<file path="config.mk">
export PLATFORM = sky130hd
export DESIGN_NAME = rs_issue_queue
export DESIGN_NICKNAME = d
export VERILOG_FILES = /design/src/rtl/rs_issue_queue.sv
export SDC_FILE = /design/constraint.sdc
export NUM_CORES = 1
export LEC_CHECK = 0
export BUFFER_PORTS_ARGS = -buffer_cell sky130_fd_sc_hd__buf_2
export CAP_MARGIN = 20
export CORE_UTILIZATION = 35
export CTS_CLUSTER_SIZE = 24
export DETAILED_ROUTE_END_ITERATION = 10
export PLACE_DENSITY_LB_ADDON = 0.12
export SLEW_MARGIN = 15
export SYNTH_ARGS = -nofsm -noshare
export SYNTH_HDL_FRONTEND = slang
export SYNTH_SLANG_ARGS = --single-unit
</file>
<file path="constraint.sdc">
create_clock -name clk -period 7.17 [get_ports clk]
set_clock_uncertainty 0.2 [all_clocks]
set_input_delay 1.0755 -clock clk [delete_from_list [all_inputs] [get_ports clk]]
set_output_delay 1.0755 -clock clk [all_outputs]
set_load 0.02 [all_outputs]
</file>
<file path="src/rtl/rs_issue_queue.sv">
// rtl/rs_issue_queue.sv - reservation-station issue queue with CDB wakeup and registered issue bundle
// Optional: define RS_AGE_SEL_EN for oldest-first select (default lowest-index select).
`ifndef ROB_IDX_W
`define ROB_IDX_W 5
`endif
`ifndef PRF_IDX_W
`define PRF_IDX_W 6
`endif
`ifndef FU_SEL_W
`define FU_SEL_W 3
`endif
`ifndef FU_SEL_NONE
`define FU_SEL_NONE 3'd0
`endif
`ifndef FU_SEL_ALU
`define FU_SEL_ALU 3'd1
`endif
`ifndef FU_SEL_MULT
`define FU_SEL_MULT 3'd2
`endif
`ifndef ZERO_REG
`define ZERO_REG 6'd31
`endif

module rs_issue_queue #(
    parameter int RS_NUM   = 8,
    parameter int RS_IDX_W = 3
) (
    input  logic                  clk,
    input  logic                  rst,
    input  logic                  id2rs_vld_i,
    input  logic [`ROB_IDX_W-1:0] id2rs_rob_idx_i,
    input  logic [`PRF_IDX_W-1:0] id2rs_opa_tag_i,
    input  logic                  id2rs_opa_rdy_i,
    input  logic [`PRF_IDX_W-1:0] id2rs_opb_tag_i,
    input  logic                  id2rs_opb_rdy_i,
    input  logic [`PRF_IDX_W-1:0] id2rs_dest_tag_i,
    input  logic [31:0]           id2rs_IR_i,
    input  logic [`FU_SEL_W-1:0]  id2rs_sel_i,
    input  logic                  cdb_vld_i,
    input  logic [`PRF_IDX_W-1:0] cdb_tag_i,
    input  logic                  rob2rs_squash_i,
    input  logic                  fu2rs_mult_busy_i,
    output logic [`PRF_IDX_W-1:0] rs2prf_ra_idx_o,
    output logic [`PRF_IDX_W-1:0] rs2prf_rb_idx_o,
    input  logic [63:0]           prf2rs_ra_value_i,
    input  logic [63:0]           prf2rs_rb_value_i,
    output logic [`ROB_IDX_W-1:0] rs2fu_rob_idx_o,
    output logic [63:0]           rs2fu_ra_value_o,
    output logic [63:0]           rs2fu_rb_value_o,
    output logic [`PRF_IDX_W-1:0] rs2fu_dest_tag_o,
    output logic [31:0]           rs2fu_IR_o,
    output logic [`FU_SEL_W-1:0]  rs2fu_sel_o,
    output logic                  rs_full_o
);

    logic                  r_vld      [RS_NUM];
    logic                  r_opa_rdy  [RS_NUM];
    logic                  r_opb_rdy  [RS_NUM];
    logic [`PRF_IDX_W-1:0] r_opa_tag  [RS_NUM];
    logic [`PRF_IDX_W-1:0] r_opb_tag  [RS_NUM];
    logic [`PRF_IDX_W-1:0] r_dest_tag [RS_NUM];
    logic [`ROB_IDX_W-1:0] r_rob_idx  [RS_NUM];
    logic [31:0]           r_ir       [RS_NUM];
    logic [`FU_SEL_W-1:0]  r_sel      [RS_NUM];
`ifdef RS_AGE_SEL_EN
    logic [RS_IDX_W-1:0]   r_age      [RS_NUM];
    logic [RS_IDX_W-1:0]   w_best_age;
`endif

    logic                  w_full;
    logic [RS_IDX_W-1:0]   w_free_idx;
    logic                  w_disp_en;
    logic                  w_disp_opa_rdy;
    logic                  w_disp_opb_rdy;
    logic                  w_elig     [RS_NUM];
    logic                  w_sel_vld;
    logic [RS_IDX_W-1:0]   w_sel_idx;

    always_comb begin
        w_full     = 1'b1;
        w_free_idx = '0;
        for (int i = RS_NUM - 1; i >= 0; i--) begin
            if (!r_vld[i]) begin
                w_full     = 1'b0;
                w_free_idx = RS_IDX_W'(i);
            end
        end
    end

    assign rs_full_o = w_full;
    assign w_disp_en = id2rs_vld_i && !w_full && !rob2rs_squash_i;

    // Same-cycle CDB bypass so a tag broadcast at dispatch is not missed.
    assign w_disp_opa_rdy = id2rs_opa_rdy_i || (id2rs_opa_tag_i == `ZERO_REG) ||
                            (cdb_vld_i && (cdb_tag_i == id2rs_opa_tag_i));
    assign w_disp_opb_rdy = id2rs_opb_rdy_i || (id2rs_opb_tag_i == `ZERO_REG) ||
                            (cdb_vld_i && (cdb_tag_i == id2rs_opb_tag_i));

    always_comb begin
        for (int i = 0; i < RS_NUM; i++) begin
            w_elig[i] = r_vld[i] && r_opa_rdy[i] && r_opb_rdy[i] &&
                        !((r_sel[i] == `FU_SEL_MULT) && fu2rs_mult_busy_i);
        end
    end

    always_comb begin
        w_sel_vld = 1'b0;
        w_sel_idx = '0;
`ifdef RS_AGE_SEL_EN
        w_best_age = '0;
        for (int i = 0; i < RS_NUM; i++) begin
            if (w_elig[i] && (!w_sel_vld || (r_age[i] > w_best_age))) begin
                w_sel_vld  = 1'b1;
                w_sel_idx  = RS_IDX_W'(i);
                w_best_age = r_age[i];
            end
        end
`else
        for (int i = RS_NUM - 1; i >= 0; i--) begin
            if (w_elig[i]) begin
                w_sel_vld = 1'b1;
                w_sel_idx = RS_IDX_W'(i);
            end
        end
`endif
    end

    assign rs2prf_ra_idx_o = w_sel_vld ? r_opa_tag[w_sel_idx] : `ZERO_REG;
    assign rs2prf_rb_idx_o = w_sel_vld ? r_opb_tag[w_sel_idx] : `ZERO_REG;

    always_ff @(posedge clk) begin
        if (rst || rob2rs_squash_i) begin
            for (int i = 0; i < RS_NUM; i++) begin
                r_vld[i] <= 1'b0;
            end
        end else begin
            for (int i = 0; i < RS_NUM; i++) begin
                if (r_vld[i] && cdb_vld_i) begin
                    if (r_opa_tag[i] == cdb_tag_i) r_opa_rdy[i] <= 1'b1;
                    if (r_opb_tag[i] == cdb_tag_i) r_opb_rdy[i] <= 1'b1;
                end
`ifdef RS_AGE_SEL_EN
                if (w_disp_en && r_vld[i] && (r_age[i] != '1)) r_age[i] <= r_age[i] + 1'b1;
`endif
            end
            if (w_sel_vld) r_vld[w_sel_idx] <= 1'b0;
            if (w_disp_en) begin
                r_vld[w_free_idx]      <= 1'b1;
                r_opa_rdy[w_free_idx]  <= w_disp_opa_rdy;
                r_opb_rdy[w_free_idx]  <= w_disp_opb_rdy;
                r_opa_tag[w_free_idx]  <= id2rs_opa_tag_i;
                r_opb_tag[w_free_idx]  <= id2rs_opb_tag_i;
                r_dest_tag[w_free_idx] <= id2rs_dest_tag_i;
                r_rob_idx[w_free_idx]  <= id2rs_rob_idx_i;
                r_ir[w_free_idx]       <= id2rs_IR_i;
                r_sel[w_free_idx]      <= id2rs_sel_i;
`ifdef RS_AGE_SEL_EN
                r_age[w_free_idx]      <= '0;
`endif
            end
        end
    end

    always_ff @(posedge clk) begin
        if (rst || rob2rs_squash_i) begin
            rs2fu_sel_o      <= `FU_SEL_NONE;
            rs2fu_dest_tag_o <= `ZERO_REG;
            rs2fu_rob_idx_o  <= '0;
            rs2fu_ra_value_o <= '0;
            rs2fu_rb_value_o <= '0;
            rs2fu_IR_o       <= '0;
        end else if (w_sel_vld) begin
            rs2fu_sel_o      <= r_sel[w_sel_idx];
            rs2fu_dest_tag_o <= r_dest_tag[w_sel_idx];
            rs2fu_rob_idx_o  <= r_rob_idx[w_sel_idx];
            rs2fu_ra_value_o <= prf2rs_ra_value_i;
            rs2fu_rb_value_o <= prf2rs_rb_value_i;
            rs2fu_IR_o       <= r_ir[w_sel_idx];
        end else begin
            rs2fu_sel_o      <= `FU_SEL_NONE;
            rs2fu_dest_tag_o <= '0;
            rs2fu_rob_idx_o  <= '0;
            rs2fu_ra_value_o <= '0;
            rs2fu_rb_value_o <= '0;
            rs2fu_IR_o       <= '0;
        end
    end

endmodule
</file>
==> run summary <==
The number of buffers on the longest clock path came out at 3. The max-slew violation total from the final report is 0. The last weighted congestion value of the routability-driven placer came out at around 0.85. The synthesized instance count is roughly 1700. The combinational power share is 3.7%. Walking the worst path, the cells encountered are buf_2 > and4bb_2 > or2_2 > a41oi_2 > mux2i_1 > a2111oi_2 > buf_2. The via count of the first global-routing pass came out at 16000. The worst hold margin came out at 296 ps.

For this run the aggregate overflow at the end of global routing stands at 0. The number of gates given a new drive strength after cts is 0. The half-perimeter wire length after detailed placement came out at 46900 um. The mean instance size in the synthesized netlist came out at 14.5 sq um. The maximum achievable frequency came out at 182 MHz.

The share of post-route cells with drive strength above 1 is a little over a quarter. The final setup violation count came out at 0. The boundary pin count is 387. The quantity of hold-fixing buffers added after cts is 0. The worst setup path is launched from a primary input. The synthesized netlist contains 64 unique library cells. The core region is ~70000 sq um. For this design the total switching power over the nets is 1740 uW. The die outline area is 71800 sq um. CTS built an H-tree with a depth of 3.

In this run, CTS created clock tree buffers numbering between 70 and 80. The via total after detailed routing is around 16000. In the layout the commonest cells are sky130_fd_sc_hd__edfxtp_1, sky130_fd_sc_hd__buf_2, sky130_fd_sc_hd__dfxtp_1. In this run, flip-flops and latches consume 51.0% of the power. The row count is 97. The share of async-settable or async-resettable flops after synthesis is 0%. The synthesized design contains between 600 and 700 register bits. The run finished with clean final reports. The number of antenna violations at the first check in global routing is 18. IR analysis of the VDD net gives a maximum drop of 0.134 mV.

The number of inserted filler cells in the final layout came out at 6439. The static leakage is 0.0115 uW. The remaining antenna violation count came out at 0. The minimum period implied by the final worst setup slack is 5490 ps. The post-CTS repair timing setup buffer count came out at 0. Compared with the post-synthesis result, the final layout area differs by 21.4%.

Setup repair after global routing left no endpoint under its margin. The sequential element share of the synthesized area is 72.3%. The net count after synthesis is 1907. For this run, the number of Yosys warnings is 0. The number of synthesized flops with an enable pin came out at between 400 and 500. The fraction of power spent switching nets came out at 21.5%. The most repeated library cell on the critical path is sky130_fd_sc_hd__buf_2.

The number of clock sinks seen by CTS is ~660. The final routed DRC violation total is 0. The die extent in y is 268 um.

The iteration-0 DRC count of the detailed router came out at 1141. The detailed-route wire length per cell is 24.1 um. Clock-pin slew was measured on the worst setup and hold paths at 60 ps.

The worst setup path is captured at a primary output. The setup slack of the critical path after layout came out at about 1700 ps. At the worst endpoint, the required time is 5890 ps. The power density of the placed cells is 270 nW/um^2.

Across every metal layer, demand over resource in global routing totals 20.4%. The critical-path cell with the highest stage delay is sky130_fd_sc_hd__or2_2. Leaving out fill and tap cells, the most frequent cell in the layout is sky130_fd_sc_hd__edfxtp_1. TritonCTS built the clock tree. The clock network latency to the later pin of the worst-skew pair came out at 620 ps.

The worst max-slew margin expressed relative to the limit is 25.8%. The aggregate negative setup slack is 0 ps. The slew of the pin with the lowest slew margin came out at between 1000 and 1500 ps.

The total count of hold-check failures in the final report is 0. At the end of the flow, the number of nets in the layout was roughly 2300. The internal power consumption is 6360 uW. The maximum net fanout on the critical path is 39.

The global-route wire length before repair is 108000 um. The part of the power in the clock network came out at 45.3%. CTS placed an instance of sky130_fd_sc_hd__clkbuf_16 at the clock tree root. The sum of routed wire length over all layers is 74600 um. The combined buffer and inverter count along the critical path came out at 2. The maximum number of pins on one net before global-route repair came out at 139.

The delay of the slowest cell on the worst path came out at ~900 ps. The starting utilization of the core area came out at roughly 35%. The combined area of all synthesized cells came out at roughly 25000 sq um. The worst path arrival time came out at 4220 ps. In this design, the largest share of critical-path delay is due to simple AND/OR/NAND/NOR gates. The iteration count of the initial detailed-routing pass came out at 5. The final critical path takes up 76.6% of the cycle. The most used flip-flop cell after synthesis is sky130_fd_sc_hd__edfxtp_1.

The min-delay analysis places its worst path in the category reg -> reg. During placement, the flow inserted port buffers numbering 386. The floorplan step set the die width to 268 um. The type of the worst setup path is in -> out. The worst setup slack after placement came out at 1610 ps. After detailed routing, the number of vias per cell comes to roughly 5.2. The max-capacitance violation count is 0.
==> worst reg2reg max path: stages, from the launching register on <==
cell	delay, ps
sky130_fd_sc_hd__edfxtp_1	400
sky130_fd_sc_hd__and4bb_4	410
sky130_fd_sc_hd__o22ai_4	150
sky130_fd_sc_hd__nor4_4	940
sky130_fd_sc_hd__buf_4	680
sky130_fd_sc_hd__a22o_1	340
sky130_fd_sc_hd__a2111oi_0	70
sky130_fd_sc_hd__o22ai_1	290
==> Yosys cell counts (13+ instances only) <==
cell	number	share of area, %
sky130_fd_sc_hd__a22o_1	43	1.5
sky130_fd_sc_hd__o22ai_1	42	1.1
sky130_fd_sc_hd__buf_2	28	0.57
sky130_fd_sc_hd__dfxtp_1	198	16
sky130_fd_sc_hd__nand3_1	51	1.0
sky130_fd_sc_hd__mux2i_1	81	3.3
sky130_fd_sc_hd__and3_1	149	3.8
sky130_fd_sc_hd__nor4_1	19	0.48
sky130_fd_sc_hd__a2111oi_0	39	1.4
sky130_fd_sc_hd__xor2_1	74	2.6
sky130_fd_sc_hd__xnor2_1	34	1.2
sky130_fd_sc_hd__clkbuf_1	57	0.86
sky130_fd_sc_hd__nor2_1	107	1.6
sky130_fd_sc_hd__nand2_1	62	0.94
sky130_fd_sc_hd__o221ai_1	13	0.46
sky130_fd_sc_hd__a21oi_1	88	1.8
sky130_fd_sc_hd__edfxtp_1	464	56
==> power groups by stage <==
stage	logic [uW]	registers, uW	clock network [uW]
after CTS	306	4130	3770
after floorplan	132	4220	0
after global placement	300	4210	0
after detailed placement	304	4210	0
final	303	4130	3670
after global routing	332	4130	3910
==> flip-flops by register name, summed over array words and instances (netlist names), 32 cells and up <==
signal and cells:
r_ir 256, rs2fu_ra_value_o 64, rs2fu_rb_value_o 64, r_dest_tag 48, r_opa_tag 48, r_opb_tag 48, r_rob_idx 40, rs2fu_IR_o 32
==> routing by layer <==
| metal | up-vias | GRT usage (%) | part of all wire, % |
|---|---|---|---|
| met5 | - | 0 | 0.099 |
| met4 | 12 | 8.15 | 3.1 |
| met1 | 7965 | 25.3 | 41 |
| li1 | 7309 | - | - |
| met3 | 136 | 4.23 | 6.2 |
| met2 | 562 | 34.7 | 49 |
==> stage by stage <==
stage | power (uW) | utilization (%) | instance area [sq um] | cells
after floorplan | 4350 | - | 24800 | 1707
after global placement | 4510 | 39.5 | 27600 | 2949
after detailed placement | 4520 | 39.5 | 27600 | 2949
after CTS | 8210 | 42.9 | 30000 | 3087
after global routing | 8370 | 42.9 | 30100 | 3093
final | 8100 | 42.9 | 30100 | 3094
==> cells by family (layout without fill, tap and decap cells) <==
logic type      count (synthesis)  count (layout)  synth area share (%)
mux                            81              81                  3.27
compound gates                301             301                  8.88
xor+xnor                      108             108                  3.82
flops                         662             662                  72.3
other cells                     0               6                     0
simple gates                  437             437                  9.38
buf+inv                       118             559                  2.37
==> path summary, 6_finish.rpt <==
| path | from | endpoint | slack (ps) | cells past startpoint |
|---|---|---|---|---|
| worst min register to register | r_dest_tag[5][3]$_DFFE_PP_ | rs2fu_dest_tag_o[3]$_SDFF_PN1_ | 300 | 2 |
| worst max-delay path | fu2rs_mult_busy_i | rs2prf_ra_idx_o[5] | 1680 | 7 |
| worst min-delay path | r_dest_tag[5][3]$_DFFE_PP_ | rs2fu_dest_tag_o[3]$_SDFF_PN1_ | 300 | 2 |
| worst max register to register | r_sel[2][2]$_DFFE_PP_ | rs2fu_IR_o[3]$_SDFF_PN0_ | 3560 | 7 |
==> final cells by class <==
cell class | instances | area (sq um) | share of cell area, %
Timing Repair Buffer | 419 | 2200 | 7.32
Multi-Input combinational cell | 927 | 6390 | 21.3
Tap cell | 940 | 1180 | 3.91
Sequential cell | 662 | 17900 | 59.5
Clock inverter | 30 | 243 | 0.808
Clock buffer | 108 | 2120 | 7.06
Inverter | 2 | 7.51 | 0.0250
Antenna cell | 6 | 15.0 | 0.0500
(Power assumes the default switching activity.)
